===== src/rtl/pit_control_logic.sv =====
// Bus decode and configuration controller for the three 8254-style counters:
// control words, count assembly, counter/status latching and read-back.
module pit_control_logic #(
   parameter int unsigned NUM_CNT = 3,
   parameter int unsigned CW_W    = 6
) (
   input  logic                      clk,
   input  logic                      rst_n,
   input  logic                      cs_n,
   input  logic                      rd_n,
   input  logic                      wr_n,
   input  logic [1:0]                addr,
   input  logic [7:0]                din,
   output logic [7:0]                dout,
   output logic                      dout_oe,
   input  logic [16*NUM_CNT-1:0]     cnt_value,
   input  logic [NUM_CNT-1:0]        cnt_out,
   input  logic [NUM_CNT-1:0]        cnt_loaded,
   output logic [CW_W*NUM_CNT-1:0]   cfg,
   output logic [NUM_CNT-1:0]        cfg_wr,
   output logic [15:0]               cr_data,
   output logic [NUM_CNT-1:0]        cr_load
);

   localparam int unsigned CNT_W  = 16;
   localparam int unsigned BYTE_W = 8;
   localparam logic [1:0]  CTRL_ADDR = 2'd3;
   localparam logic [1:0]  RW_NONE   = 2'b00;
   localparam logic [1:0]  RW_LSB    = 2'b01;
   localparam logic [1:0]  RW_MSB    = 2'b10;
   localparam logic [1:0]  RW_BOTH   = 2'b11;

   logic                cs_n_q;
   logic                rd_n_q;
   logic                wr_n_q;
   logic                bad_q;
   logic [1:0]          wr_addr_q;
   logic [1:0]          rd_addr_q;
   logic [BYTE_W-1:0]   din_q;

   logic [NUM_CNT-1:0]  wr_msb;
   logic [NUM_CNT-1:0]  rd_msb;
   logic [NUM_CNT-1:0]  cl_valid;
   logic [NUM_CNT-1:0]  sl_valid;
   logic [NUM_CNT-1:0]  null_count;
   logic [BYTE_W-1:0]   lsb_byte [NUM_CNT];
   logic [CNT_W-1:0]    cl_data  [NUM_CNT];
   logic [BYTE_W-1:0]   sl_data  [NUM_CNT];

   logic                wr_commit_c;
   logic                rd_commit_c;
   logic                rd_en_c;
   logic [1:0]          rd_rw_c;
   logic                rd_sel_msb_c;
   logic [CNT_W-1:0]    rd_src_c;
   logic [BYTE_W-1:0]   rd_byte_c;
   logic [2:0]          rb_sel_c;

   // Access commit on the trailing edge of a strobe; a cycle with both strobes low poisons the access
   always_comb begin
      wr_commit_c = ~wr_n_q & wr_n & ~cs_n_q & ~bad_q;
      rd_commit_c = ~rd_n_q & rd_n & ~cs_n_q & ~bad_q;
      rb_sel_c    = din_q[3:1];
   end

   // Read byte selection: status latch, then count latch, then live count
   always_comb begin
      rd_en_c      = ~cs_n & ~rd_n & (addr != CTRL_ADDR);
      rd_rw_c      = RW_NONE;
      rd_sel_msb_c = 1'b0;
      rd_src_c     = '0;
      rd_byte_c    = '0;
      for (int i = 0; i < NUM_CNT; i++) begin
         if (addr == 2'(i)) begin
            rd_rw_c      = cfg[i*CW_W+4 +: 2];
            rd_src_c     = cl_valid[i] ? cl_data[i] : cnt_value[i*CNT_W +: CNT_W];
            rd_sel_msb_c = (rd_rw_c == RW_MSB) | ((rd_rw_c == RW_BOTH) & rd_msb[i]);
            if (sl_valid[i])
               rd_byte_c = sl_data[i];
            else
               rd_byte_c = rd_sel_msb_c ? rd_src_c[15:8] : rd_src_c[7:0];
         end
      end
   end

   always_ff @(posedge clk) begin
      if (!rst_n) begin
         cs_n_q     <= 1'b1;
         rd_n_q     <= 1'b1;
         wr_n_q     <= 1'b1;
         bad_q      <= 1'b0;
         wr_addr_q  <= '0;
         rd_addr_q  <= '0;
         din_q      <= '0;
         wr_msb     <= '0;
         rd_msb     <= '0;
         cl_valid   <= '0;
         sl_valid   <= '0;
         null_count <= '1;
         cfg        <= '0;
         cfg_wr     <= '0;
         cr_data    <= '0;
         cr_load    <= '0;
         dout       <= '0;
         dout_oe    <= 1'b0;
         for (int i = 0; i < NUM_CNT; i++) begin
            lsb_byte[i] <= '0;
            cl_data[i]  <= '0;
            sl_data[i]  <= '0;
         end
      end else begin
         cs_n_q  <= cs_n;
         rd_n_q  <= rd_n;
         wr_n_q  <= wr_n;
         bad_q   <= (~rd_n & ~wr_n) | (bad_q & ~(rd_n & wr_n));
         if (!wr_n) begin
            wr_addr_q <= addr;
            din_q     <= din;
         end
         if (!rd_n)
            rd_addr_q <= addr;

         dout    <= rd_en_c ? rd_byte_c : 8'h00;
         dout_oe <= rd_en_c;
         cfg_wr  <= '0;
         cr_load <= '0;

         // Null count follows the load handshake; a new load request wins over a transfer
         for (int i = 0; i < NUM_CNT; i++) begin
            if (cr_load[i])
               null_count[i] <= 1'b1;
            else if (cnt_loaded[i])
               null_count[i] <= 1'b0;
         end

         if (wr_commit_c && wr_addr_q == CTRL_ADDR) begin
            if (din_q[7:6] == 2'd3) begin
               for (int i = 0; i < NUM_CNT; i++) begin
                  if (rb_sel_c[i]) begin
                     if (!din_q[5] && !cl_valid[i]) begin
                        cl_data[i]  <= cnt_value[i*CNT_W +: CNT_W];
                        cl_valid[i] <= 1'b1;
                     end
                     if (!din_q[4] && !sl_valid[i]) begin
                        sl_data[i]  <= {cnt_out[i], null_count[i], cfg[i*CW_W +: CW_W]};
                        sl_valid[i] <= 1'b1;
                     end
                  end
               end
            end else begin
               for (int i = 0; i < NUM_CNT; i++) begin
                  if (din_q[7:6] == 2'(i)) begin
                     if (din_q[5:4] == RW_NONE) begin
                        if (!cl_valid[i]) begin
                           cl_data[i]  <= cnt_value[i*CNT_W +: CNT_W];
                           cl_valid[i] <= 1'b1;
                        end
                     end else begin
                        cfg[i*CW_W +: CW_W] <= din_q[CW_W-1:0];
                        wr_msb[i]     <= 1'b0;
                        rd_msb[i]     <= 1'b0;
                        cl_valid[i]   <= 1'b0;
                        sl_valid[i]   <= 1'b0;
                        null_count[i] <= 1'b1;
                        cfg_wr[i]     <= 1'b1;
                     end
                  end
               end
            end
         end

         // Count byte assembly into a load strobe
         if (wr_commit_c && wr_addr_q != CTRL_ADDR) begin
            for (int i = 0; i < NUM_CNT; i++) begin
               if (wr_addr_q == 2'(i)) begin
                  case (cfg[i*CW_W+4 +: 2])
                     RW_LSB: begin
                        cr_data    <= {8'h00, din_q};
                        cr_load[i] <= 1'b1;
                     end
                     RW_MSB: begin
                        cr_data    <= {din_q, 8'h00};
                        cr_load[i] <= 1'b1;
                     end
                     RW_BOTH: begin
                        if (!wr_msb[i]) begin
                           lsb_byte[i] <= din_q;
                           wr_msb[i]   <= 1'b1;
                        end else begin
                           cr_data    <= {din_q, lsb_byte[i]};
                           cr_load[i] <= 1'b1;
                           wr_msb[i]  <= 1'b0;
                        end
                     end
                     default: ;
                  endcase
               end
            end
         end

         // Read commit: status first, otherwise advance byte sequence and release count latch
         if (rd_commit_c && rd_addr_q != CTRL_ADDR) begin
            for (int i = 0; i < NUM_CNT; i++) begin
               if (rd_addr_q == 2'(i)) begin
                  if (sl_valid[i]) begin
                     sl_valid[i] <= 1'b0;
                  end else begin
                     case (cfg[i*CW_W+4 +: 2])
                        RW_LSB, RW_MSB: cl_valid[i] <= 1'b0;
                        RW_BOTH: begin
                           rd_msb[i] <= ~rd_msb[i];
                           if (rd_msb[i])
                              cl_valid[i] <= 1'b0;
                        end
                        default: ;
                     endcase
                  end
               end
            end
         end
      end
   end

endmodule


===== config.mk =====
export PLATFORM = sky130hd
export DESIGN_NAME = pit_control_logic
export DESIGN_NICKNAME = d
export VERILOG_FILES = /design/src/rtl/pit_control_logic.sv
export SDC_FILE = /design/constraint.sdc
export NUM_CORES = 1
export LEC_CHECK = 0
export CORE_MARGIN = 2
export CORE_UTILIZATION = 27
export DETAILED_ROUTE_END_ITERATION = 10
export DONT_BUFFER_PORTS = 1
export GPL_ROUTABILITY_DRIVEN = 0
export SYNTH_ARGS = -nofsm -noshare
export SYNTH_HDL_FRONTEND = slang
export SYNTH_SLANG_ARGS = --single-unit

===== constraint.sdc =====
create_clock -name clk -period 3.99 [get_ports clk]
set_input_delay 1.197 -clock clk [delete_from_list [all_inputs] [get_ports clk]]
set_output_delay 1.197 -clock clk [all_outputs]
set_load 0.005 [all_outputs]

Yosys cells after proc, flatten, opt, wreduce, memory -nomap -nowiden

Memory sizes are Yosys's and may differ from the RTL's.
Cells that the tools add are included.

Register bits after elaboration: 80
Latch bits: 0
Bits in writable memories: 96
Bits in read-only memories: 0
Bits of input ports: 69
Output and inout bits: 49
Logic and storage cells: 341
Memories: 3

Add/sub/neg operators: 0
Multiply operators: 0
Divide/modulo/power cells: 0
Order comparisons: 0
Equality and inequality tests: 22
Shifts and indexed selects: 0
Mux-type cells: 209
Bitwise gates (word level): 48
Reductions and logical operators: 35

Memory list:

| name     | depth | width | rd ports | clocked after Yosys merged registers in | wr ports | RTL line | text |
|---|---|---|---|---|---|---|---|
| cl_data  | 3     | 16    | 3        | 0                                       | 3        | 47       | `logic [CNT_W-1:0] cl_data [NUM_CNT];` |
| lsb_byte | 3     | 8     | 3        | 0                                       | 3        | 46       | `logic [BYTE_W-1:0] lsb_byte [NUM_CNT];` |
| sl_data  | 3     | 8     | 3        | 0                                       | 3        | 48       | `logic [BYTE_W-1:0] sl_data [NUM_CNT];` |

Operators by type and width:

| kind               | number |
|---|---|
| $mux 16            | 15 |
| $mux 1             | 156 |
| $pmux 16 s3        | 3 |
| $mux 8             | 15 |
| $mux 3             | 14 |
| $eq 2x2->1 const B | 12 |
| $not 1->1          | 18 |
| $or 1x1->1         | 16 |
| $and 1x1->1        | 14 |
| $eq 2x1->1 const B | 7 |
| $pmux 1 s2         | 6 |
| $reduce_and 4->1   | 3 |
| $reduce_or 4->1    | 3 |
| $logic_not 2->1    | 5 |
| $logic_and 1x1->1  | 9 |
| $reduce_and 3->1   | 3 |
| $logic_not 1->1    | 8 |
| $ne 2x2->1 const B | 3 |
| $reduce_or 2->1    | 3 |
| $reduce_and 2->1   | 1 |

Depth between registers and ports, before layout

Word-level depth: 11
Mapped depth: 8
Mapped depth without buffers: 7

Worst setup path before layout

Ideal clock, no wire load.

Path type: input to register
From: input port wr_n
To: memory sl_data[2][0], in the netlist sl_data[0][16] (enable)
Library setup time: 398 ps
Arrival time: 3,194 ps
Required time: 3,592 ps
Path slack: 398 ps
Stages: 5
Cell sequence: or4b_1 buf_2 or3_1 buf_2 o41ai_1

RTL lines:

| item            | RTL line | text |
|---|---|---|
| start, declared | 11       | `input logic wr_n,` |
| end, declared   | 48       |  |

==> metrics.txt <==
Synth area leaders edfxtp_1 35%, dfxtp_1 20%, mux4_2 6.6%; Pleak 3.29 nW; Distinct cells, synth 55; clock network power share around 45%; crit start category input pin; Synth-to-Final Area Change 12.5%; Die X between 150 and 200 microns; critical path type in2reg; register area share after synthesis between 50% and 60%; initial antenna violation count 1; HPWL Detailed 16.5 mm; period utilisation layout ~76%; Core Region between 0.02 and 0.03 sq mm; Routed WL per cell around 21 microns; max-slew violations 0; CTS tree done; unrepaired setup endpoints after global routing false; clk_skew approximately 16 ps; Worst-Margin Slew 1130 ps; # rows 63; Hold Vio Cnt, Final 0; post-synthesis async set-or-reset flop share 0%; number of global-route vias before repair around 5400; Tot GR Track Use between 10% and 20%; worst skew pair latency 450 ps; pwr dens between 400 and 500 mW/mm^2; total die area between 0.03 and 0.04 sq mm; post_cts resized 0; CTS buffer count 17; Syn Area/Cell around 12 sq um; Syn Inst Count roughly 710; crit-path cells or4b_1 > or3_1 > or4_1 > nand2_1; Starting Density a little over a quarter; Post-synth EDFFs 96; register clock-pin slew on the reported worst setup and hold paths roughly 60 ps; Sw Share 22.1%; final layout net count 770; Post-CTS Setup Repair Bufs 0; critical path's slowest cell or4b_1; DR DRC count 0; Worst setup EP type flip-flop; Syn Std Cell Area between 0.008 and 0.009 sq mm; Congestion Overflow GR 0; Root Buffer clkbuf_16; Fillers slightly above 3000; Sink Count between 150 and 200; layout cell share with drive strength beyond 1 12.0%; vias per cell 5.08; Pre-antenna DRT Iters 4; Finished Layout Cells 1093; total number of vias 5555; Synth top area share between 30% and 40%; max-cap viol count 0; min Tclk post-route just over 3000 ps; setup violators final 0; number of placed instances, taps included 1060; Slew HR approximately a quarter; sequential share of power around half; Mapped Nets between 700 and 800; Synth Warn # 0; worst hold stages 2; post-synth top area cell edfxtp_1; dominant synthesized flop cell edfxtp_1; clk buf depth 2; max incr delay on CP 600 ps; Sw Pwr around 0.85 mW; H-tree levels 4; CP Data Required Time slightly above 4000 ps; Die Y approximately 180 microns; status finished clean; final hold slack ~480 ps; critical-path maximum fanout 14; setup_tns 0 ps; hold_buf cts 0; CP arrival 3140 ps; peak supply drop roughly 0.24 mV; Top-Level Pins about 120; WL final about 23 mm; synthesized flop and latch total about 180; first-pass GRT wire length around 35 mm; Post-DRT Antenna Nets 0; Comb power frac under 10%; port buffer count 0; Max Fclk approximately 0.33 GHz; DRT iter0 DRCs 599; Reg2Reg Depth 4; largest net degree at the start of global routing 50; type of the worst min-delay path reg2reg; cell internal pwr 3.00 mW
==> path summary, 6_finish.rpt <==
kind	from	endpoint	slack, ps
worst min-delay path	rd_msb[1]	rd_msb[1]	480
worst max register to register	bad_q	sl_data[0][9]	1250
worst min register to register	rd_msb[1]	rd_msb[1]	480
worst max-delay path	wr_n	sl_data[0][9]	950
==> cells in the mapped netlist, types with 3 or more instances <==
master,count
ha_1,12
and3_1,3
buf_2,5
and2_1,84
a211o_1,3
a31oi_1,5
a22oi_1,26
nand3_1,7
o21ai_1,3
nand2_1,38
o211ai_1,8
clkbuf_1,43
mux4_2,24
buf_1,6
o21ai_0,20
a22o_1,25
dfxtp_1,80
inv_1,20
o21a_1,3
nor2_1,60
mux2i_1,23
a21oi_1,25
nand2b_1,5
o211a_1,8
mux2_2,8
edfxtp_1,96
nor4_1,4
nor3_1,8
nor3b_1,4
nor2b_1,3
a32oi_1,8
a221oi_1,8
==> registers in the layout, indices dropped and copies added (netlist names), 8 cells and up <==
name / count
lsb_byte: 24
dout: 8
din_q: 8
cl_data: 48
cr_data: 16
sl_data: 24
cfg: 18
==> layer usage <==
layer | vias to the layer above | track usage (%) | routed length (microns)
met5 | - | 0 | 0
met4 | 0 | 4.00 | 270
met3 | 20 | 4.33 | 1790
met2 | 181 | 23.4 | 10900
met1 | 2768 | 20.2 | 10400
li1 | 2586 | - | -
==> cell families after synthesis <==
logic type	count (synthesis)	synth area share [%]
compound gates	155	13.7
mux	55	10.6
fa+ha+maj	13	1.97
buf+inv	74	3.49
flops	176	55.0
simple gates	234	15.2
==> worst max-delay path: cells and delay by family <==
kind,cells,cell delay (ps)
and+or+nand+nor,4,1940
==> layout make-up <==
type	instances	area, sq um	share of cell area [%]
antenna	1	2.50	0.0273
clock inverter	11	156	1.71
sequential	176	4480	48.9
tap	390	488	5.32
inverter	20	75.1	0.819
multi-input combinational	457	3390	37.0
clock buffer	21	440	4.80
timing repair buffer	17	128	1.39
==> placed cells by master, fill, tap and decap left out, types with 4 or more instances in the layout <==
cell type	count
edfxtp_1	96
and2_1	84
dfxtp_1	80
nor2_1	60
nand2_1	38
a22oi_1	26
a21oi_1	25
a22o_1	25
mux4_2	24
mux2i_1	23
inv_1	20
o21ai_0	17
clkbuf_16	17
buf_4	17
ha_1	12
nor3_1	8
a32oi_1	8
a221oi_1	8
mux2_2	8
o211ai_1	8
o211a_1	8
nand3_1	7
o21ai_1	6
nand2b_1	5
nor4_1	4
nor3b_1	4
a31oi_1	4
clkbuf_1	4
==> per-stage QoR <==
stage | total power, mW | worst slack (ps) | area [sq um] | util [%]
global route | 3.96 | 867 | 9170 | 30.9
CTS | 3.88 | 963 | 9170 | 30.9
global placement | 2.16 | 567 | 8570 | 28.9
finish | 3.85 | 952 | 9170 | 30.9
detailed placement | 2.16 | 498 | 8570 | 28.9
floorplan | 2.12 | 398 | 8150 | -
==> power groups by stage <==
stage	registers [mW]	logic [mW]	clock network (mW)
final	2.00	0.126	1.73
after global routing	2.00	0.138	1.82
after CTS	2.00	0.128	1.75
after detailed placement	2.04	0.127	0
after global placement	2.04	0.125	0
after floorplan	2.01	0.116	0
Note: power is estimated with default switching activity, not from simulation.
